[src/rtl/f3_gpu_pkg.sv]
// rtl/f3_gpu_pkg.sv - shared command codes and encodings for the f3 image viewer GPU
package f3_gpu_pkg;

  localparam logic [2:0] CMD_NOP      = 3'd0;
  localparam logic [2:0] CMD_PREV     = 3'd1;
  localparam logic [2:0] CMD_NEXT     = 3'd2;
  localparam logic [2:0] CMD_ROT_CW   = 3'd3;
  localparam logic [2:0] CMD_NEG      = 3'd4;
  localparam logic [2:0] CMD_ROT_CCW  = 3'd5;
  localparam logic [2:0] CMD_MIRROR   = 3'd6;
  localparam logic [2:0] CMD_VIEW_RST = 3'd7;

  typedef enum logic {ST_IDLE, ST_ANIM} state_t;
  typedef enum logic [1:0] {ROT_0, ROT_90, ROT_180, ROT_270} rot_t;
  typedef enum logic {DIR_UP, DIR_DOWN} dir_t;

endpackage

[src/rtl/f3_gpu_xform.sv]
// rtl/f3_gpu_xform.sv - mirror then rotate an image coordinate into a pixel store address
module f3_gpu_xform
  import f3_gpu_pkg::*;
#(
  parameter int IMG_BITS = 4
) (
  input  logic [IMG_BITS-1:0]   i_x,
  input  logic [IMG_BITS-1:0]   i_y,
  input  logic                  i_mirror,
  input  rot_t                  i_rot,
  output logic [2*IMG_BITS-1:0] o_addr
);

  logic [IMG_BITS-1:0] w_x;

  // MAX_C - v equals bitwise inversion at IMG_BITS width
  assign w_x = i_mirror ? ~i_x : i_x;

  always_comb begin
    o_addr = {i_y, w_x};
    case (i_rot)
      ROT_0:   o_addr = {i_y, w_x};
      ROT_90:  o_addr = {w_x, ~i_y};
      ROT_180: o_addr = {~i_y, ~w_x};
      ROT_270: o_addr = {~w_x, i_y};
    endcase
  end

endmodule

[src/rtl/f3_gpu.sv]
// rtl/f3_gpu.sv - image viewer GPU: command handshake, wipe animation, windowed pixel output
// Optional autoplay auto-advance is built when F3_GPU_AUTOPLAY_EN is defined.
module f3_gpu
  import f3_gpu_pkg::*;
#(
  parameter int IMG_BITS        = 4,
  parameter int NUM_IMAGES      = 8,
  parameter int PIXEL_W         = 3,
  parameter int WIN_X0          = 231,
  parameter int WIN_Y0          = 36,
  parameter int WIN_SIZE        = 481,
  parameter int ANIM_DIV        = 16,
  parameter int AUTOPLAY_CYCLES = 50000000,
  localparam int IW             = (NUM_IMAGES > 1) ? $clog2(NUM_IMAGES) : 1,
  localparam int AW             = 2 * IMG_BITS
) (
  input  logic                sysclk,
  input  logic                reset,
  input  logic                cmd_valid,
  input  logic [2:0]          cmd_code,
  output logic                cmd_ready,
  output logic                busy,
  input  logic [21:0]         display_addr,
  input  logic [IMG_BITS-1:0] mapper_pixel_x,
  input  logic [IMG_BITS-1:0] mapper_pixel_y,
  input  logic [PIXEL_W-1:0]  pixel_data,
  output logic [21:0]         mapper_display_addr,
  output logic [AW-1:0]       pixel_addr,
  output logic [IW-1:0]       image_index,
  output logic [PIXEL_W-1:0]  display_data
);

  localparam int PW = (ANIM_DIV > 1) ? $clog2(ANIM_DIV) : 1;
  localparam logic [11:0] WX0 = 12'(WIN_X0);
  localparam logic [11:0] WX1 = 12'(WIN_X0 + WIN_SIZE - 1);
  localparam logic [11:0] WY0 = 12'(WIN_Y0);
  localparam logic [11:0] WY1 = 12'(WIN_Y0 + WIN_SIZE - 1);

  if (AUTOPLAY_CYCLES < 1 || ANIM_DIV < 1) begin : g_param_check
    $error("f3_gpu: AUTOPLAY_CYCLES and ANIM_DIV must be >= 1");
  end

  state_t           r_state;
  dir_t             r_dir;
  rot_t             r_rot;
  logic             r_neg;
  logic             r_mirror;
  logic [IW-1:0]    r_cur_img;
  logic [AW-1:0]    r_anim_idx;
  logic [PW-1:0]    r_presc;
  logic             r_pend_valid;
  logic [2:0]       r_pend_code;

  logic             w_accept;
  logic             w_auto_fire;
  logic             w_exec_valid;
  logic [2:0]       w_exec_code;
  logic [IW-1:0]    w_img_prev;
  logic [IW-1:0]    w_img_next;
  logic [AW-1:0]    w_terminal;
  logic             w_in_win;

  assign cmd_ready           = !r_pend_valid;
  assign busy                = (r_state == ST_ANIM);
  assign mapper_display_addr = display_addr;
  assign w_accept            = cmd_valid && cmd_ready && (cmd_code != CMD_NOP);
  assign w_img_prev          = (r_cur_img == '0) ? IW'(NUM_IMAGES - 1) : r_cur_img - IW'(1);
  assign w_img_next          = (r_cur_img == IW'(NUM_IMAGES - 1)) ? '0 : r_cur_img + IW'(1);
  assign w_terminal          = (r_dir == DIR_UP) ? '1 : '0;

  // A held pending command wins; cmd_ready is low then, so w_accept cannot also fire
  assign w_exec_valid = (r_state == ST_IDLE) && (r_pend_valid || w_accept || w_auto_fire);
  assign w_exec_code  = r_pend_valid ? r_pend_code : (w_accept ? cmd_code : CMD_NEXT);

`ifdef F3_GPU_AUTOPLAY_EN
  localparam int APW = $clog2(AUTOPLAY_CYCLES + 1);
  logic [APW-1:0] r_auto_cnt;

  assign w_auto_fire = (r_state == ST_IDLE) && !r_pend_valid && !w_accept &&
                       (r_auto_cnt == APW'(AUTOPLAY_CYCLES - 1));

  always_ff @(posedge sysclk) begin
    if (reset || w_accept || w_auto_fire) r_auto_cnt <= '0;
    else if (r_state == ST_IDLE && !r_pend_valid) r_auto_cnt <= r_auto_cnt + APW'(1);
  end
`else
  assign w_auto_fire = 1'b0;
`endif

  always_ff @(posedge sysclk) begin
    if (reset) begin
      r_state      <= ST_IDLE;
      r_dir        <= DIR_UP;
      r_rot        <= ROT_0;
      r_neg        <= 1'b0;
      r_mirror     <= 1'b0;
      r_cur_img    <= '0;
      r_anim_idx   <= '0;
      r_presc      <= '0;
      r_pend_valid <= 1'b0;
      r_pend_code  <= CMD_NOP;
    end else if (w_exec_valid) begin
      r_pend_valid <= 1'b0;
      case (w_exec_code)
        CMD_PREV: begin
          r_cur_img  <= w_img_prev;
          r_rot      <= ROT_0;
          r_neg      <= 1'b0;
          r_mirror   <= 1'b0;
          r_anim_idx <= '1;
          r_dir      <= DIR_DOWN;
          r_presc    <= '0;
          r_state    <= ST_ANIM;
        end
        CMD_NEXT: begin
          r_cur_img  <= w_img_next;
          r_rot      <= ROT_0;
          r_neg      <= 1'b0;
          r_mirror   <= 1'b0;
          r_anim_idx <= '0;
          r_dir      <= DIR_UP;
          r_presc    <= '0;
          r_state    <= ST_ANIM;
        end
        CMD_ROT_CW:  r_rot    <= rot_t'(r_rot + 2'd1);
        CMD_ROT_CCW: r_rot    <= rot_t'(r_rot - 2'd1);
        CMD_NEG:     r_neg    <= !r_neg;
        CMD_MIRROR:  r_mirror <= !r_mirror;
        CMD_VIEW_RST: begin
          r_rot    <= ROT_0;
          r_neg    <= 1'b0;
          r_mirror <= 1'b0;
        end
        default: ;
      endcase
    end else if (r_state == ST_ANIM) begin
      if (w_accept) begin
        r_pend_valid <= 1'b1;
        r_pend_code  <= cmd_code;
      end
      if (r_presc == PW'(ANIM_DIV - 1)) begin
        r_presc <= '0;
        if (r_anim_idx == w_terminal) r_state <= ST_IDLE;
        else if (r_dir == DIR_UP) r_anim_idx <= r_anim_idx + AW'(1);
        else r_anim_idx <= r_anim_idx - AW'(1);
      end else begin
        r_presc <= r_presc + PW'(1);
      end
    end
  end

  f3_gpu_xform #(.IMG_BITS(IMG_BITS)) u_xform (
    .i_x      (mapper_pixel_x),
    .i_y      (mapper_pixel_y),
    .i_mirror (r_mirror),
    .i_rot    (r_rot),
    .o_addr   (pixel_addr)
  );

  always_comb begin
    image_index = r_cur_img;
    if (r_state == ST_ANIM) begin
      if (r_dir == DIR_UP) image_index = (pixel_addr < r_anim_idx) ? r_cur_img : w_img_prev;
      else image_index = (pixel_addr > r_anim_idx) ? r_cur_img : w_img_next;
    end
  end

  assign w_in_win = ({1'b0, display_addr[21:11]} >= WX0) && ({1'b0, display_addr[21:11]} <= WX1) &&
                    ({1'b0, display_addr[10:0]}  >= WY0) && ({1'b0, display_addr[10:0]}  <= WY1);

  always_comb begin
    display_data = '0;
    if (!reset && w_in_win) display_data = r_neg ? ~pixel_data : pixel_data;
  end

endmodule

[config.mk]
export PLATFORM = sky130hd
export DESIGN_NAME = f3_gpu
export DESIGN_NICKNAME = d
export VERILOG_FILES = /design/src/rtl/f3_gpu_pkg.sv /design/src/rtl/f3_gpu_xform.sv /design/src/rtl/f3_gpu.sv
export SDC_FILE = /design/constraint.sdc
export NUM_CORES = 1
export LEC_CHECK = 0
export CAP_MARGIN = 40
export CORE_UTILIZATION = 25
export CTS_BUF_LIST = sky130_fd_sc_hd__clkbuf_16
export DETAILED_ROUTE_END_ITERATION = 10
export DONT_BUFFER_PORTS = 1
export MAX_ROUTING_LAYER = met4
export PLACE_DENSITY_LB_ADDON = 0.25
export SETUP_SLACK_MARGIN = 0.5
export SYNTH_ARGS = -nofsm -noshare
export SYNTH_HDL_FRONTEND = slang
export SYNTH_SLANG_ARGS = --single-unit
[constraint.sdc]
create_clock -name sysclk -period 3.9 [get_ports sysclk]
set_input_delay 0.39 -clock sysclk [delete_from_list [all_inputs] [get_ports sysclk]]
set_output_delay 0.39 -clock sysclk [all_outputs]
set_load 0.02 [all_outputs]
# After elaboration in Yosys (flattened, before gate mapping)

Cells that the tools add are included.

Bits in registers: 25
Bits in latches: 0
Bits in writable memories: 0
ROM bits: 0
Bits of input ports: 39
Memories: 0

Add/sub/neg operators: 7
Multiply operators: 0
Divide/modulo/power cells: 0
Magnitude comparators: 6
Equal/unequal tests: 16
Shift operators: 0
Mux-type cells: 33
Bitwise operators: 6
Reductions and logical operators: 32

Operators with widths:

| cell                 | count |
|---|---|
| $mux 8               | 6 |
| $pmux 8 s4           | 1 |
| $mux 3               | 10 |
| $le 11x10->1 const B | 2 |
| $mux 4               | 5 |
| $pmux 8 s2           | 1 |
| $eq 3x3->1 const B   | 5 |
| $not 4->4            | 3 |
| $reduce_and 2->1     | 6 |
| $ge 11x6->1 const B  | 1 |
| $ge 11x8->1 const B  | 1 |
| $reduce_bool 2->1    | 5 |
| $add 8x1->8 const B  | 1 |
| $eq 8x8->1           | 1 |
| $gt 8x8->1           | 1 |
| $lt 8x8->1           | 1 |
| $sub 8x1->8 const B  | 1 |
| $logic_and 1x1->1    | 7 |
| $eq 3x2->1 const B   | 2 |
| $pmux 1 s2           | 3 |
| $pmux 2 s3           | 1 |
| $pmux 3 s2           | 1 |
| $reduce_bool 3->1    | 2 |
| $mux 1               | 5 |
| other kinds (21)     | 28 |

# Longest topological paths before layout

Depth in word-level cells: 9
Depth in mapped cells: 12
Mapped depth without buffers: 12

# Cells and area by module

Synthesis repeated with hierarchy kept, for this count alone.

Cell total of the unflattened synthesis: 326
Area, all modules: 2,553.7 um^2

By module, submodules not included:

| module       | instances | cells an instance | area an instance (um^2) |
|---|---|---|---|
| f3_gpu       | 1         | 300               | 2,354.8 |
| f3_gpu_xform | 1         | 26                | 198.9 |

# Worst setup path after synthesis

Ideal clock, no wire load.

Kind: reg2out
Start point: reg r_rot[1]
End point: out image_index[0]
Arrival: 3,169 ps
Data required time: 3,510 ps
Path slack: 341 ps
Stages on the path, launching flop included: 12
Cell sequence: dfxtp_1 inv_1 ha_1 mux2_2 a211oi_1 a21oi_1 ha_1 nand3_1 o221a_2 o21ai_2 nand2_1 o311ai_0

Cells in the longest elaborated chain, start to end: 6
Elaborated cells on any way between the ends: 11
Those cells by class: order compare (2); eq/ne (3); mux (5); reduce/logical (1)

Ends and longest elaborated chain:

| what                                     | line                         | source |
|---|---|---|
| start, declared                          | f3_gpu.sv:45                 | `rot_t r_rot;` |
| start signal, assigned                   | f3_gpu.sv:125                | `CMD_ROT_CW: r_rot <= rot_t'(r_rot + 2'd1);` |
| start signal, assigned                   | f3_gpu.sv:126                | `CMD_ROT_CCW: r_rot <= rot_t'(r_rot - 2'd1);` |
| $eq 2x2->1, or another cell as far along | f3_gpu_xform.sv:21           | `case (i_rot)` |
| $pmux 8 s4 (*)                           | f3_gpu_xform.sv:21           |  |
| named net pixel_addr[3]                  | f3_gpu.sv:28                 | `output logic [AW-1:0] pixel_addr,` |
| $lt 8x8->1 or $gt 8x8->1 (tied branches) | f3_gpu.sv:163, f3_gpu.sv:164 |  |
| $mux 3 (on tied branches)                | f3_gpu.sv:163, f3_gpu.sv:164 |  |
| $mux 3 (*)                               | f3_gpu.sv:163                | `if (r_dir == DIR_UP) image_index = (pixel_addr < r_anim_idx) ? r_cur_img : w_img_prev;` |
| $mux 3 (*)                               | f3_gpu.sv:162                | `if (r_state == ST_ANIM) begin` |
| end, declared                            | f3_gpu.sv:29                 | `output logic [IW-1:0] image_index,` |

The timed path passes the listed nets; every way through them passes the cells marked *.

# Worst setup path after layout

Start point: reg r_rot[1]
End point: out image_index[2]

The elaborated chain is that of the path after synthesis.

==> run_results.csv <==
group,metric,value,unit
status,status,"completed",
pwr,power_frac_clock,0.229,
pwr,power.internal,647,uW
cells_and_area,final-seq-area,512,um2
grt,grt-ovfl-total,0,
critical_path,endpoint,"image_index[2]",
detailed_routing,drc,0,
synth,synth_most_common_cell,"a21oi_1",
clocking,clock_path_buffers,2,
clocking,clock-sinks,25,
critical_path,crit_type,"reg -> out",
detailed_routing,routed_via_density,5.13,
synth,yosysSeqAreaShare,0.192,
clocking,path_clk_slew,0.07,ns
critical_path,cp-end-kind,"primary output",
synth,yosysUniqueCellTypes,62,
grt,track_usage,0.123,
synth,ys_async_sr_fraction,0,
pwr,seq_power_share,0.291,
critical_path,cp.arrival,3.10,ns
synth,synth_mux_area_frac,0.0659,
critical_path,critical_path_required,3.51,ns
synth,synth_compound_area_frac,0.268,
pwr,p_leak,1.08,nW
synth,synth_top_family_by_area,"compound AO/OA/AOI/OAI gates",
synth,synth-xor-area-share,0.0572,
pwr,switching_share,0.393,
grt,grt_antenna_before_repair,0,
die,initial_core_util,0.263,
timing,rsz0062_at_grt,"yes",
place,hpwlAfterDp,4640,um
timing,period_share,0.895,
detailed_routing,firstDrtPassIters,4,
synth,synth_fa_ha_area_frac,0.131,
grt,grt_max_degree,29,
clocking,cts_made_buffers,3,
cells_and_area,area_growth,17.7,%
pwr,switching_power,420,uW
clocking,cts_root_buf,"clkbuf_16",
critical_path,reg2reg_depth,6,
die,dieHeight,104,um
grt,grt_pass1_vias,2139,
synth,yosys.area.top_type_share,0.192,
synth,avgSynthCellArea,8.05,um2
synth,netlist_area,0.00260,mm2
place,gp_congestion,0.839,
synth,yosys.area.top_type,"dfxtp_1",
timing,worst_pin_slew,0.797,ns
cells_and_area,drive_gt1_frac,0.244,
die,die_width,104,um
synth,synth.top_cells.by_count,"a21oi_1, dfxtp_1, ha_1",
synth,yosysWarnings,0,
synth,yosys-top-cells-area,"dfxtp_1, ha_1, buf_4",
cells_and_area,final_nets,373,
detailed_routing,antenna_left,0,
timing,tns,0,ns
synth,synth_edf_count,0,
min_path,hold_class,"in -> reg",
detailed_routing,wl_per_cell,14.9,um
pwr,p_comb_frac,0.480,
pwr,p_per_area,349,mW/mm2
cells_and_area,multiInputGateArea,0.00210,mm2
synth,ys_dominant_reg_cell,"dfxtp_1",
critical_path,rrSetupSlack,1.26,ns
timing,fmax,286,MHz
die,dieArea,0.0108,mm2
synth,syn_nets,388,
timing,setup_viol,0,
cells_and_area,fillers,1056,
detailed_routing,via_count,2258,
cells_and_area,post-route-util,0.309,
cells_and_area,num_antenna_cells,0,
timing,relSlewSlack,0.468,
grt,grt_pass1_wl,10800,um
timing,finalClockSkew,0.00199,ns
die,boundaryPins,77,
clocking,htreeDepth,1,
detailed_routing,drt_wl_total,6580,um
critical_path,rr_endpoint,"r_anim_idx[5]",
synth,synth-seq-cells,25,
timing,drv_slew,0,
synth,synthCells,323,
run,drv_cap,0,
critical_path,crit_path_start_kind,"register",
timing,hold_viol_final,0,
critical_path,reg2reg_from,"r_dir",
critical_path,setup.worst_path.start,"r_rot[1]",
critical_path,path_max_fanout,7,
timing,fin_crit,3.49,ns
place,port_buffers,0,
die,num_rows,36,
clocking,cts_tree,"done",
clocking,cts_hold_buf,0,
die,core_area,0.00991,mm2
clocking,clock_latency,0.26,ns
detailed_routing,drt_iter0_markers,129,
synth,synth-simple-area-share,0.168,
pwr,vdd_ir_drop_max,0.156,mV
-- critical path, cell delays in order (launching register included) --
cell	delay [ns]
dfxtp_4	0.38
inv_4	0.05
ha_4	0.17
mux2_2	0.29
a211oi_4	0.22
a21oi_4	0.10
ha_4	0.30
nand3_2	0.09
o221a_4	0.28
o21ai_4	0.25
nand2_2	0.12
or4_4	0.45
nand3_4	0.13
-- per-layer routing --
metal | share of wire | GRT usage | wire length (um)
met5 | 0 | - | 0
met4 | 0.0061 | 0.0337 | 40
met3 | 0.035 | 0.0188 | 231
met2 | 0.48 | 0.193 | 3130
met1 | 0.48 | 0.162 | 3180
-- cells by family after synthesis --
family / count (synthesis)
AND/OR/NAND/NOR: 85
buffers and inverters: 56
adder cells (fa/ha/maj): 26
AO/OA/AOI/OAI: 98
multiplexers: 16
flip-flops: 25
XOR/XNOR: 17
-- final cells by class --
class / count / area share
tap: 133 / 0.0544
inverter: 22 / 0.0278
timing repair buffer: 14 / 0.0368
clock buffer: 3 / 0.0245
sequential: 25 / 0.167
clock inverter: 1 / 0.00245
multi-input combinational: 242 / 0.687
-- per-stage QoR --
stage	instance area, um2	hold slack [ns]	power (mW)	worst slack (ns)	cells
2_1_floorplan	2600	0.449	0.653	0.548	323
3_3_place_gp	2560	0.463	0.688	0.294	424
3_5_place_dp	2570	0.466	0.695	0.215	425
4_1_cts	2960	0.174	1.03	0.442	438
5_1_grt	3060	0.169	1.14	0.280	440
6_report	3060	0.185	1.07	0.409	440
-- what timing repair did --
item	CTS	global route
endpoints found under the setup margin	3	3
pin swaps	16	7
setup buffers	9	2
resized for setup	43	16
-- power groups by stage --
stage               Clock (mW)  Combinational [mW]  Sequential [mW]
floorplan                    0               0.352            0.301
global placement             0               0.371            0.317
detailed placement           0               0.384            0.312
CTS                      0.254               0.466            0.309
global route             0.264               0.561            0.315
finish                   0.245               0.513            0.310
-- worst min path at each step --
stage	depth (start not counted)	startpoint	end	slack, ns
after global placement	1	reset	r_pend_code[0]	0.46
after detailed placement	1	reset	r_neg	0.47
after floorplan	2	r_anim_idx[1]	r_anim_idx[1]	0.45
after global routing	1	reset	r_mirror	0.17
after CTS	1	reset	r_rot[0]	0.17
final	1	reset	r_rot[0]	0.18
-- cells in the final DEF, fill, tap and decap left out, drive strengths merged, types with 10 or more instances in the layout --
cell and n:
ha 24, a211oi 15, a21oi 28, nor3 10, nor2 16, xnor2 15, inv 22, dfxtp 25
o21ai 13, nand2 23, buf 14
-- sequential cells by signal, summed over array words and instances, names as in the netlist --
name / count
busy: 1
r_anim_idx: 8
r_cur_img: 3
r_dir: 1
r_mirror: 1
r_neg: 1
r_pend_code: 3
r_pend_valid: 1
r_presc: 4
r_rot: 2
Note: power is estimated with default switching activity, not from simulation.
